===== config.mk =====
export PLATFORM = sky130hd
export DESIGN_NAME = ft_alu_retry_ctrl
export DESIGN_NICKNAME = d
export VERILOG_FILES = /design/src/rtl/ft_alu_retry_ctrl.sv
export SDC_FILE = /design/constraint.sdc
export NUM_CORES = 1
export LEC_CHECK = 0
export ABC_AREA = 1
export CAP_MARGIN = 20
export CORE_ASPECT_RATIO = 0.75
export CORE_MARGIN = 10
export CORE_UTILIZATION = 47
export CTS_BUF_LIST = sky130_fd_sc_hd__clkbuf_8
export CTS_CLUSTER_DIAMETER = 80
export DETAILED_ROUTE_END_ITERATION = 7
export PLACE_DENSITY = 0.79
export SYNTH_ARGS = -nofsm -noshare
export SYNTH_HDL_FRONTEND = slang
export SYNTH_SLANG_ARGS = --single-unit
export TNS_END_PERCENT = 100

===== constraint.sdc =====
create_clock -name clk -period 1.58 [get_ports clk]
set_input_delay 0.158 -clock clk [delete_from_list [all_inputs] [get_ports clk]]
set_output_delay 0.158 -clock clk [all_outputs]
set_load 0.01 [all_outputs]

===== src/rtl/ft_alu_retry_ctrl.sv =====
// ft_alu_retry_ctrl
// Sequencing controller for the dual-rail fault-tolerant 3-bit ALU.
//
// The controller accepts an operation on a valid/ready request port and
// drives the ALU operand, parity and one-hot control inputs from registers.
// After SETTLE_CYC cycles it samples both result rails. If the result is
// trustworthy it is returned on the response port. Otherwise the controller
// flushes the control inputs to 000 and re-issues the operation from a
// shadow copy, up to MAX_RETRY times. Once that budget is spent it reports
// a fatal response.
//
// Ports:
//   clk, rst_n              clock (rising edge), asynchronous active-low reset
//   req_valid/req_ready     request handshake
//   req_a/b/par/op          operands, parity bit, one-hot control {C2,C1,C0}
//   alu_a/b/par/c           registered drive to the ALU inputs
//   alu_x/xc/xe, alu_y/yc/ye  ALU result rails and their error pairs
//   resp_valid/resp_ready   response handshake
//   resp_sum/carry/src      delivered result; src 0 = X rail, 1 = Y rail
//   resp_fatal              retry budget exhausted, result untrusted
//   resp_disagree           both rails were clean but differed on some attempt
//   resp_retries            number of re-issues used
//
// Optional feature (macro FT_ALU_STATS_EN): adds the saturating 16-bit
// counters stat_ok, stat_corrected and stat_fatal.

module ft_alu_retry_ctrl #(
  parameter int unsigned SETTLE_CYC = 2,
  parameter int unsigned MAX_RETRY  = 3,
  parameter int unsigned RCNT_W     = 3
) (
  input  logic              clk,
  input  logic              rst_n,
  input  logic              req_valid,
  output logic              req_ready,
  input  logic [2:0]        req_a,
  input  logic [2:0]        req_b,
  input  logic              req_par,
  input  logic [2:0]        req_op,
  output logic [2:0]        alu_a,
  output logic [2:0]        alu_b,
  output logic              alu_par,
  output logic [2:0]        alu_c,
  input  logic [2:0]        alu_x,
  input  logic              alu_xc,
  input  logic [1:0]        alu_xe,
  input  logic [2:0]        alu_y,
  input  logic              alu_yc,
  input  logic [1:0]        alu_ye,
  output logic              resp_valid,
  input  logic              resp_ready,
  output logic [2:0]        resp_sum,
  output logic              resp_carry,
  output logic              resp_src,
  output logic              resp_fatal,
  output logic              resp_disagree,
  output logic [RCNT_W-1:0] resp_retries
`ifdef FT_ALU_STATS_EN
  ,
  output logic [15:0]       stat_ok,
  output logic [15:0]       stat_corrected,
  output logic [15:0]       stat_fatal
`endif
);

  localparam logic [1:0] S_IDLE   = 2'd0;
  localparam logic [1:0] S_SETTLE = 2'd1;
  localparam logic [1:0] S_FLUSH  = 2'd2;
  localparam logic [1:0] S_RESP   = 2'd3;

  logic [1:0]        state_q, state_d;
  logic [3:0]        cnt_q, cnt_d;
  logic [RCNT_W-1:0] rcnt_q, rcnt_d;
  logic              dis_q, dis_d;
  logic [2:0]        alu_a_q, alu_a_d, alu_b_q, alu_b_d, alu_c_q, alu_c_d;
  logic              alu_par_q, alu_par_d;
  logic [2:0]        sh_a_q, sh_a_d, sh_b_q, sh_b_d, sh_c_q, sh_c_d;
  logic              sh_par_q, sh_par_d;
  logic              rv_q, rv_d;
  logic [2:0]        rsum_q, rsum_d;
  logic              rcarry_q, rcarry_d, rsrc_q, rsrc_d;
  logic              rfatal_q, rfatal_d, rdis_q, rdis_d;
  logic [RCNT_W-1:0] rret_q, rret_d;

  logic x_clean, y_clean, agree, sample, last_try;
  logic take_x, take_y, fail, dis_now;

  // Error pair 10 is the only clean code; 00 and 11 both flag a fault.
  assign x_clean  = (alu_xe == 2'b10);
  assign y_clean  = (alu_ye == 2'b10);
  assign agree    = ({alu_xc, alu_x} == {alu_yc, alu_y});
  assign sample   = (state_q == S_SETTLE) && (cnt_q == 4'(SETTLE_CYC));
  assign last_try = (rcnt_q == RCNT_W'(MAX_RETRY));
  assign take_x   = x_clean && (!y_clean || agree);
  assign take_y   = y_clean && !x_clean;
  assign fail     = !(take_x || take_y);
  assign dis_now  = x_clean && y_clean && !agree;

  always_comb begin
    state_d   = state_q;
    cnt_d     = cnt_q;
    rcnt_d    = rcnt_q;
    dis_d     = dis_q;
    alu_a_d   = alu_a_q;
    alu_b_d   = alu_b_q;
    alu_par_d = alu_par_q;
    alu_c_d   = alu_c_q;
    sh_a_d    = sh_a_q;
    sh_b_d    = sh_b_q;
    sh_par_d  = sh_par_q;
    sh_c_d    = sh_c_q;
    rv_d      = rv_q;
    rsum_d    = rsum_q;
    rcarry_d  = rcarry_q;
    rsrc_d    = rsrc_q;
    rfatal_d  = rfatal_q;
    rdis_d    = rdis_q;
    rret_d    = rret_q;
    case (state_q)
      S_IDLE: begin
        if (req_valid) begin
          alu_a_d   = req_a;
          alu_b_d   = req_b;
          alu_par_d = req_par;
          alu_c_d   = req_op;
          sh_a_d    = req_a;
          sh_b_d    = req_b;
          sh_par_d  = req_par;
          sh_c_d    = req_op;
          rcnt_d    = '0;
          dis_d     = 1'b0;
          cnt_d     = 4'd1;
          state_d   = S_SETTLE;
        end
      end
      S_SETTLE: begin
        if (!sample) begin
          cnt_d = cnt_q + 4'd1;
        end else begin
          dis_d   = dis_q || dis_now;
          alu_c_d = '0;
          if (!fail || last_try) begin
            // A fatal delivery falls back to the X rail (take_y is 0 then).
            rv_d     = 1'b1;
            rsum_d   = take_y ? alu_y  : alu_x;
            rcarry_d = take_y ? alu_yc : alu_xc;
            rsrc_d   = take_y;
            rfatal_d = fail;
            rdis_d   = dis_q || dis_now;
            rret_d   = rcnt_q;
            state_d  = S_RESP;
          end else begin
            rcnt_d  = rcnt_q + 1'b1;
            state_d = S_FLUSH;
          end
        end
      end
      S_FLUSH: begin
        // Reloading from the shadow copy forces a fresh input transition.
        alu_a_d   = sh_a_q;
        alu_b_d   = sh_b_q;
        alu_par_d = sh_par_q;
        alu_c_d   = sh_c_q;
        cnt_d     = 4'd1;
        state_d   = S_SETTLE;
      end
      default: begin
        if (resp_ready) begin
          rv_d    = 1'b0;
          state_d = S_IDLE;
        end
      end
    endcase
  end

  always_ff @(posedge clk or negedge rst_n) begin
    if (!rst_n) begin
      state_q   <= S_IDLE;
      cnt_q     <= '0;
      rcnt_q    <= '0;
      dis_q     <= 1'b0;
      alu_a_q   <= '0;
      alu_b_q   <= '0;
      alu_par_q <= 1'b0;
      alu_c_q   <= '0;
      sh_a_q    <= '0;
      sh_b_q    <= '0;
      sh_par_q  <= 1'b0;
      sh_c_q    <= '0;
      rv_q      <= 1'b0;
      rsum_q    <= '0;
      rcarry_q  <= 1'b0;
      rsrc_q    <= 1'b0;
      rfatal_q  <= 1'b0;
      rdis_q    <= 1'b0;
      rret_q    <= '0;
    end else begin
      state_q   <= state_d;
      cnt_q     <= cnt_d;
      rcnt_q    <= rcnt_d;
      dis_q     <= dis_d;
      alu_a_q   <= alu_a_d;
      alu_b_q   <= alu_b_d;
      alu_par_q <= alu_par_d;
      alu_c_q   <= alu_c_d;
      sh_a_q    <= sh_a_d;
      sh_b_q    <= sh_b_d;
      sh_par_q  <= sh_par_d;
      sh_c_q    <= sh_c_d;
      rv_q      <= rv_d;
      rsum_q    <= rsum_d;
      rcarry_q  <= rcarry_d;
      rsrc_q    <= rsrc_d;
      rfatal_q  <= rfatal_d;
      rdis_q    <= rdis_d;
      rret_q    <= rret_d;
    end
  end

  assign req_ready     = (state_q == S_IDLE);
  assign alu_a         = alu_a_q;
  assign alu_b         = alu_b_q;
  assign alu_par       = alu_par_q;
  assign alu_c         = alu_c_q;
  assign resp_valid    = rv_q;
  assign resp_sum      = rsum_q;
  assign resp_carry    = rcarry_q;
  assign resp_src      = rsrc_q;
  assign resp_fatal    = rfatal_q;
  assign resp_disagree = rdis_q;
  assign resp_retries  = rret_q;

`ifdef FT_ALU_STATS_EN
  logic [15:0] st_ok_q, st_ok_d, st_cor_q, st_cor_d, st_fat_q, st_fat_d;
  logic        inc_ok, inc_cor, inc_fat;

  assign inc_ok  = sample && x_clean && y_clean && agree && (rcnt_q == '0);
  assign inc_cor = sample && !fail && (take_y || !y_clean || (rcnt_q != '0));
  assign inc_fat = sample && fail && last_try;

  always_comb begin
    st_ok_d  = st_ok_q;
    st_cor_d = st_cor_q;
    st_fat_d = st_fat_q;
    if (inc_ok  && (st_ok_q  != '1)) st_ok_d  = st_ok_q  + 16'd1;
    if (inc_cor && (st_cor_q != '1)) st_cor_d = st_cor_q + 16'd1;
    if (inc_fat && (st_fat_q != '1)) st_fat_d = st_fat_q + 16'd1;
  end

  always_ff @(posedge clk or negedge rst_n) begin
    if (!rst_n) begin
      st_ok_q  <= '0;
      st_cor_q <= '0;
      st_fat_q <= '0;
    end else begin
      st_ok_q  <= st_ok_d;
      st_cor_q <= st_cor_d;
      st_fat_q <= st_fat_d;
    end
  end

  assign stat_ok        = st_ok_q;
  assign stat_corrected = st_cor_q;
  assign stat_fatal     = st_fat_q;
`endif

endmodule


==> results of run 1 <==
[through the flow]
step,setup slack [ps],util [%]
after detailed placement,-129.5,65.24
after floorplan,28.40,-
after CTS,10.21,67.60
after global routing,-41.16,70.84
after global placement,-84.17,65.24
final,37.97,70.84
[metal layers]
layer	vias up	routed length, um
met5	-	0
met2	39	2437
li1	952	-
met4	0	49
met3	5	271
met1	851	2249
[cells by family (layout without fill, tap and decap cells)]
kind of cell,Yosys count,in the layout
simple gates,108,109
compound gates,51,51
buf+inv,46,116
flops,41,41
fa+ha+maj,8,8
mux,3,3
[worst max-delay path, stage by stage, from the launching register on]
cell and delay [ps]:
dfrtp_1 390, inv_2 90, ha_4 170, inv_2 50, nor2_4 190, a21oi_2 70, buf_4 130, o31ai_1 110
o21ai_0 190
[power groups by stage]
stage                     Sequential, mW  Combinational, mW  Clock (mW)
after floorplan                     1.70               1.13           0
after global placement              1.63               2.09           0
after detailed placement            1.64               2.16           0
after CTS                           1.62               2.18       0.675
after global routing                1.68               2.73       0.719
final                               1.64               2.47       0.663
[synth_stat cells, drive strengths merged]
master	n	area, um^2
mux2	3	33.78
nand2	70	280.3
o31ai	2	15.01
or2	1	6.260
dfrtp	41	1026
nor3	1	5.000
ha	8	100.1
nand3	9	45.04
a21oi	20	100.1
clkbuf	3	11.26
nand4	1	6.260
nor2	26	105.1
buf	4	31.27
inv	39	146.4
o21ai	26	156.4
o22ai	2	12.51
o41ai	1	8.760
[final timing paths]
kind                                   endpoint  slack (ps)  cells after the start
worst min-delay path                  sh_c_q[0]         430                      3
max in group asynchronous            resp_carry         790                      3
min in group asynchronous              alu_a[2]         450                      3
worst min register to register  resp_retries[1]         480                      2
worst max-delay path                 state_q[1]          40                      8
worst max register to register       state_q[1]          40                      8
[cell type report]
class / count / area (um^2) / share of cell area (%)
tap: 55 / 68.82 / 2.325
clock buffer: 5 / 68.82 / 2.325
clock inverter: 3 / 13.76 / 0.4649
multi-input combinational: 171 / 997.2 / 33.69
sequential: 41 / 1026 / 34.66
timing repair buffer: 69 / 639.4 / 21.60
inverter: 39 / 146.4 / 4.945
[what timing repair did]
| item | 4_1_cts | 5_1_grt |
|---|---|---|
| endpoints found under the setup margin | 12 | 31 |
| pin swaps | 0 | 6 |
| cloned | 0 | 1 |
| hold buffers | 1 | 0 |
| resized for setup | 3 | 32 |
| hold endpoints to repair | 41 | 0 |
| buffers inserted | 0 | 2 |
==> flow_metrics.env, run 1 <==
export IMPL_antenna_cells=0
export IMPL_grt_busiest_layer="met2"
export IMPL_cp_arrival_ps=1700
export IMPL_p_int_mw=2.936
export IMPL_synthSimpleGateAreaFrac_pct=21.44
export IMPL_nets=361
export IMPL_start_kind="register"
export IMPL_via_count=1847
export IMPL_hold_start="req_op[0]"
export IMPL_cp_end_kind="register"
export IMPL_die_area_um2=7540
export IMPL_timing_rr_start="state_q[1]"
export IMPL_clock_sinks=41
export IMPL_clock_fmax_ghz=0.6485
export IMPL_regMostFlops="cnt_q"
export IMPL_synth_top_family_by_area="simple AND/OR/NAND/NOR gates"
export IMPL_synth_cell_types=23
export IMPL_synth_warnings=0
export IMPL_antenna_found_initial=0
export IMPL_ant_nets=0
export IMPL_maxCapViolations=0
export IMPL_synthToLayoutAreaGrowth_pct=41.68
export IMPL_finalNonFillerCells=383
export IMPL_required_ps=1730
export IMPL_synth_xor_area_share_pct=0
export IMPL_fin_crit_ps=1542
export IMPL_clock_path_buffers=2
export IMPL_htreeDepth=2
export IMPL_drc_errors=0
export IMPL_layout_common_cells="63 x nand2_1, 45 x clkdlybuf4s50_1, 41 x dfrtp_1"
export IMPL_drive_gt1_share_pct=21.34
export IMPL_grt_pass1_vias=1703
export IMPL_start_util_pct=50.00
export IMPL_ir_worst_vdd_uv=1019
export IMPL_holdWs_ps=433.2
export IMPL_layout_commonest_cell="nand2_1"
export IMPL_synth_seq_cells=41
export IMPL_maxSlewViolCount=0
export IMPL_p_switching_mw=1.836
export IMPL_die_h_um=77.75
export IMPL_grt_pass1_wl_um=7866
export IMPL_gp_congestion=0.7629
export IMPL_rows=20
export IMPL_portBuffers=47
export IMPL_synth_fa_ha_area_share_pct=4.790
export IMPL_fillCellCount=333
export IMPL_die_width_um=96.99
export IMPL_viasPerCell=4.822
export IMPL_relSlewSlack_pct=66.31
export IMPL_wl_um=5008
export IMPL_place_area_um2=2726
export IMPL_fin_area_um2=2960
export IMPL_timing_setup_tns_ps=0
export IMPL_final_period_utilization_pct=97.60
export IMPL_setup_viol=0
export IMPL_cellLeakagePower_nw=1.487
export IMPL_outcome="complete, no violations"
export IMPL_synth_mux_area_share_pct=1.617
export IMPL_grtUsageMet1_pct=15.59
export IMPL_startpoint="state_q[1]"
export IMPL_use_met2_pct=18.60
export IMPL_syn_area_um2=2090
export IMPL_coreArea_um2=4179
export IMPL_yosysSeqAreaShare_pct=49.10
export IMPL_grtUsageMet3_pct=4.336
export IMPL_track_usage_pct=12.20
export IMPL_wl_per_cell_um=13.08
export IMPL_drt_initial_drc_count=72
export IMPL_cp_max_fo=4
export IMPL_seqPwrFrac_pct=34.3
export IMPL_finalPower_mw=4.772
export IMPL_cts_buffers=5
export IMPL_ioPinCount=48
export IMPL_path_class="reg2reg"
export IMPL_syn_num_nets=291
export IMPL_synth_avg_cell_area_um2=8.130
export IMPL_finalClockSkew_ps=5.232
export IMPL_cts_tree="built"
export IMPL_clock_root_buffer="clkbuf_8"
export IMPL_hold_viol_final=0
export IMPL_overflow=0
export IMPL_dpl_hpwl_um=3661
export IMPL_swShare_pct=38.47
export IMPL_clk_latency_ps=300
export IMPL_worst_pin_slew_ps=505.4
export IMPL_drt_first_pass_iters=4
export IMPL_dp_cells=371
export IMPL_largest_register_ffs=4
export IMPL_power_frac_comb_pct=51.8
export IMPL_synth_cells=257
export IMPL_power_frac_clock_pct=13.9
export IMPL_power_density_nw_per_um2=1612
export IMPL_synth_compound_area_share_pct=14.01
export IMPL_grt_max_degree=42
export IMPL_hp_class="in2reg"
export IMPL_rsz0062_at_grt="true"
export IMPL_path_clk_slew_ps=80
Note: power is estimated with default switching activity, not from simulation.
==> run 2: changes to the inputs <==
- GPL_ROUTABILITY_DRIVEN: unset -> 0
- RECOVER_POWER: unset -> 50
==> flow_metrics.env, run 2 (synthesis gave the netlist of run 1 again) <==
export IMPL_cp_depth=9
export IMPL_htreeDepth=2
export IMPL_cpMaxStageDelayCell="dfrtp_1"
export IMPL_clock_path_buffers=2
export IMPL_path_cells="inv_2 > ha_4 > inv_2 > nor2_4 > a21oi_2 > buf_4 > o31ai_1 > nand2_1 > o21ai_0"
export IMPL_layout_common_cells="63 x nand2_1, 45 x clkdlybuf4s50_1, 41 x dfrtp_1"
export IMPL_cts_buffers=5
export IMPL_drive_gt1_share_pct=21.34
export IMPL_cellLeakagePower_nw=1.486
export IMPL_die_width_um=96.99
export IMPL_viasPerCell=4.755
export IMPL_clock_sinks=41
export IMPL_worst_pin_slew_ps=995.8
export IMPL_crit_family="flip-flops"
export IMPL_cp_max_fo=4
export IMPL_rows=20
export IMPL_relSlewSlack_pct=33.62
export IMPL_start_kind="register"
export IMPL_final_period_utilization_pct=97.68
export IMPL_maxSlewViolCount=0
export IMPL_layout_commonest_cell="nand2_1"
export IMPL_ioPinCount=48
export IMPL_drt_initial_drc_count=77
export IMPL_wl_um=5004
export IMPL_fin_util_pct=70.72
export IMPL_path_class="reg2reg"
export IMPL_clock_root_buffer="clkbuf_8"
export IMPL_synthToLayoutAreaGrowth_pct=41.44
export IMPL_nets=361
export IMPL_grt_pass1_wl_um=7866
export IMPL_hold_viol_final=0
export IMPL_wl_per_cell_um=13.07
export IMPL_clock_fmax_ghz=0.6479
export IMPL_dp_slack_ps=-129.5
export IMPL_cp_arrival_ps=1740
export IMPL_fin_area_um2=2955
export IMPL_fin_ws_ps=36.63
export IMPL_crit_buf_inv=3
export IMPL_r2r_cells=9
export IMPL_drt_first_pass_iters=4
export IMPL_portBuffers=47
export IMPL_antenna_cells=0
export IMPL_maxCapViolations=0
export IMPL_die_h_um=77.75
export IMPL_largest_register_ffs=4
export IMPL_dp_cells=371
export IMPL_ant_nets=0
export IMPL_drc_errors=0
export IMPL_coreArea_um2=4179
export IMPL_grt_max_degree=42
export IMPL_crit_top_cell="inv_2"
export IMPL_clk_latency_ps=300
export IMPL_antenna_found_initial=0
export IMPL_hp_class="in2reg"
export IMPL_dpl_hpwl_um=3661
export IMPL_cp_end_kind="register"
export IMPL_ir_worst_vdd_uv=1021
export IMPL_die_area_um2=7540
export IMPL_rsz0062_at_grt="true"
export IMPL_outcome="complete, no violations"
export IMPL_finalNonFillerCells=383
export IMPL_track_usage_pct=12.20
export IMPL_finalClockSkew_ps=5.077
export IMPL_holdPathStages=3
export IMPL_regMostFlops="cnt_q"
export IMPL_power_density_nw_per_um2=1613
export IMPL_overflow=0
export IMPL_cts_tree="built"
export IMPL_fin_crit_ps=1543
export IMPL_grt_pass1_vias=1703
export IMPL_path_clk_slew_ps=80
export IMPL_via_count=1821
export IMPL_required_ps=1780
export IMPL_start_util_pct=50.00
export IMPL_finalPower_mw=4.766
export IMPL_max_stage_delay_ps=390
export IMPL_place_area_um2=2726
export IMPL_setup_viol=0
run 2: changes by cell type in the layout (fill, tap and decap cells not counted), sizes merged:
| cell | delta |
|---|---|
| buf | -2 |
| clkbuf | +2 |
run 2: final cells by class:
type / instances / area, um^2
flip-flops and latches: 41 / 1026
clock buffers: 5 / 68.82
well taps: 55 / 68.82
repair buffers: 69 / 634.4
clock inverters: 3 / 13.76
fillers: 334 / 1224
multi-input cells: 171 / 997.2
inverters: 39 / 146.4
run 2: stage by stage:
step / hold WS, ps / setup TNS, ps
2_1_floorplan: -137.6 / 0
3_3_place_gp: 245.3 / -1177
3_5_place_dp: 247.5 / -1945
4_1_cts: 431.3 / 0
5_1_grt: 453.6 / -148.6
6_report: 432.1 / 0
run 2: worst paths after layout:
check,from,slack [ps],to
max in group asynchronous,rst_n,350,rcnt_q[1]
worst max register to register,state_q[1],40,state_q[1]
min in group asynchronous,rst_n,630,alu_a[2]
worst min-delay path,req_op[0],430,sh_c_q[0]
worst max-delay path,state_q[1],40,state_q[1]
worst min register to register,resp_retries[1],480,resp_retries[1]
run 2: routing by layer:
| layer | global-route usage [%] | routed length [um] | vias to the layer above |
|---|---|---|---|
| met5 | 0 | 0 | - |
| met4 | 4.412 | 49 | 0 |
| met3 | 4.336 | 239 | 5 |
| met2 | 18.60 | 2433 | 25 |
| met1 | 15.59 | 2282 | 841 |
| li1 | - | - | 950 |
run 2: worst register-to-register path, stage by stage (launching register included):
cell     delay, ps
dfrtp_1        390
inv_2           90
ha_4           170
inv_2           50
nor2_4         190
a21oi_2         70
buf_4          130
o31ai_1        110
nand2_1        110
o21ai_0        130
run 2: where the power goes:
group          internal [mW]  switching, mW
clock network          0.300          0.364
registers               1.42          0.213
logic                   1.21           1.26
run 2: what timing repair did:
item,4_1_cts,5_1_grt
setup buffers,0,2
pin swaps,0,6
hold buffers,1,0
resized for setup,3,32
setup endpoints to repair,12,31
hold endpoints to repair,41,0
cloned,0,1
==> run 3: changes to the inputs <==
- CELL_PAD_IN_SITES_DETAIL_PLACEMENT: unset -> 1
- CELL_PAD_IN_SITES_GLOBAL_PLACEMENT: unset -> 1
- CORE_UTILIZATION: 47 -> 34
- PLACE_DENSITY: 0.79 -> unset
- PLACE_DENSITY_LB_ADDON: unset -> 0.1
- SETUP_SLACK_MARGIN: unset -> 0.1
==> flow_metrics.env, run 3 (synthesis gave the netlist of run 1 again) <==
export IMPL_outcome="complete, no violations"
export IMPL_grt_max_degree=25
export IMPL_cts_buffers=5
export IMPL_rsz0062_at_grt="true"
export IMPL_endpoint="alu_c[2]"
export IMPL_ir_worst_vdd_uv=993.7
export IMPL_power_density_nw_per_um2=1694
export IMPL_relSlewSlack_pct=25.50
export IMPL_maxCapViolations=0
export IMPL_layout_commonest_cell="nand2_1"
export IMPL_power_frac_clock_pct=18.5
export IMPL_maxSlewViolCount=0
export IMPL_hp_class="in2reg"
export IMPL_clock_fmax_ghz=0.6359
export IMPL_cellLeakagePower_nw=1.620
export IMPL_dp_cells=393
export IMPL_finalClockSkew_ps=4.965
export IMPL_track_usage_pct=12.22
export IMPL_clock_sinks=41
export IMPL_antenna_cells=0
export IMPL_reg2reg_to="alu_c[2]"
export IMPL_start_kind="register"
export IMPL_cp_arrival_ps=1760
export IMPL_seqPwrFrac_pct=29.8
export IMPL_finalNonFillerCells=416
export IMPL_viasPerCell=4.738
export IMPL_grt_pass1_wl_um=9991
export IMPL_synthToLayoutAreaGrowth_pct=55.15
export IMPL_holdWs_ps=319.4
export IMPL_cts_tree="built"
export IMPL_startpoint="state_q[0]"
export IMPL_setup_viol=0
export IMPL_fillCellCount=711
export IMPL_die_area_um2=9714
export IMPL_htreeDepth=2
export IMPL_timing_rr_start="state_q[0]"
export IMPL_drt_first_pass_iters=4
export IMPL_path_cells="inv_2 > ha_4 > inv_2 > nor2_4 > nor2_4 > buf_6 > nand2_4 > mux2_4"
export IMPL_ant_nets=0
export IMPL_portBuffers=47
export IMPL_cp_end_kind="register"
export IMPL_die_width_um=110.5
export IMPL_regToRegSetupSlack_ps=7
export IMPL_path_class="reg2reg"
export IMPL_start_util_pct=35.50
export IMPL_cpMaxStageDelayCell="dfrtp_1"
export IMPL_rows=24
export IMPL_p_int_mw=3.450
export IMPL_overflow=0
export IMPL_fin_area_um2=3242
export IMPL_drive_gt1_share_pct=27.22
export IMPL_path_clk_slew_ps=80
export IMPL_antenna_found_initial=0
export IMPL_drt_initial_drc_count=18
export IMPL_largest_register_ffs=4
export IMPL_r2r_cells=8
export IMPL_dpl_hpwl_um=4182
export IMPL_cp_depth=8
export IMPL_nets=371
export IMPL_wl_um=6070
export IMPL_clk_latency_ps=300
export IMPL_coreArea_um2=5886
export IMPL_hold_viol_final=0
export IMPL_power_frac_comb_pct=51.7
export IMPL_wl_per_cell_um=14.59
export IMPL_max_stage_delay_ps=430
export IMPL_cp_max_fo=4
export IMPL_clock_path_buffers=2
export IMPL_final_period_utilization_pct=99.53
export IMPL_clock_root_buffer="clkbuf_8"
export IMPL_swShare_pct=37.17
export IMPL_p_switching_mw=2.041
export IMPL_drc_errors=0
export IMPL_grt_pass1_vias=2101
export IMPL_die_h_um=87.89
export IMPL_via_count=1971
export IMPL_fin_crit_ps=1573
export IMPL_layout_common_cells="58 x nand2_1, 41 x dfrtp_1, 37 x clkdlybuf4s50_1"
export IMPL_place_area_um2=2770
export IMPL_ioPinCount=48
export IMPL_regMostFlops="cnt_q"
export IMPL_crit_family="flip-flops"
export IMPL_worst_pin_slew_ps=1117
export IMPL_required_ps=1770
export IMPL_crit_buf_inv=3
run 3: changes by cell type in the layout (fill, tap and decap cells not counted), sizes merged, moves of 2 or more:
cell / previous run / this run
buf: 20 / 30
dlygate4sd3: 1 / 7
clkdlybuf4s50: 45 / 37
bufinv: 0 / 2
run 3: layout make-up:
class                      instances  area (um^2)  share of cell area, %
multi-input combinational        172         1101                  33.96
sequential                        41         1026                  31.65
timing repair buffer              78        729.5                  22.50
inverter                          39        153.9                  4.747
tap                               78        97.59                  3.010
clock buffer                       5        68.82                  2.123
clock inverter                     3        65.06                  2.007
run 3: worst min-delay path by stage:
stage | from | end | cells past startpoint
after floorplan | rst_n | alu_a[0] | 0
after CTS | rst_n | resp_sum[2] | 2
after detailed placement | rst_n | resp_sum[2] | 1
after global placement | rst_n | resp_sum[2] | 1
final | alu_x[2] | resp_sum[2] | 5
after global routing | alu_x[2] | resp_sum[2] | 5
run 3: tightest hold or removal path: stages:
cell,delay [ps]
dlymetal6s2s_1,130
inv_1,80
nand2_1,60
o21ai_0,90
o21ai_2,70
run 3: per-layer routing:
| layer | part of all wire, % | vias to the layer above | track usage [%] | wire, um |
|---|---|---|---|---|
| met5 | 0 | - | 0 | 0 |
| met4 | 1.1 | 0 | 3.892 | 64 |
| met3 | 5.0 | 8 | 4.235 | 305 |
| met2 | 49 | 26 | 20.62 | 2954 |
| met1 | 45 | 959 | 14.44 | 2744 |
| li1 | - | 978 | - | - |
run 3: power by group through the flow:
stage               registers (mW)  clock network (mW)  logic [mW]
floorplan                     1.70                   0        1.17
global placement              1.65                   0        2.12
detailed placement            1.66                   0        2.18
CTS                           1.63                1.03        2.42
global route                  1.69                1.09        3.18
finish                        1.64                1.02        2.84
run 3: what timing repair did:
| item | in CTS | in global routing |
|---|---|---|
| resized for setup | 23 | 39 |
| pin swaps | 6 | 9 |
| setup buffers | 4 | 8 |
| hold buffers | 1 | 0 |
| endpoints found under the hold margin | 17 | 0 |
| endpoints found under the setup margin | 42 | 40 |
| gates cloned | 1 | 1 |
run 3: stage by stage:
stage	power [mW]	util, %	setup TNS, ps	setup WS, ps
after floorplan	2.873	-	0	108.2
after global placement	3.770	47.07	-2416	-151.8
after detailed placement	3.843	47.07	-4048	-239.8
after CTS	5.086	51.13	0	28.53
after global routing	5.960	55.08	-439.8	-99.67
final	5.491	55.08	0	7.458
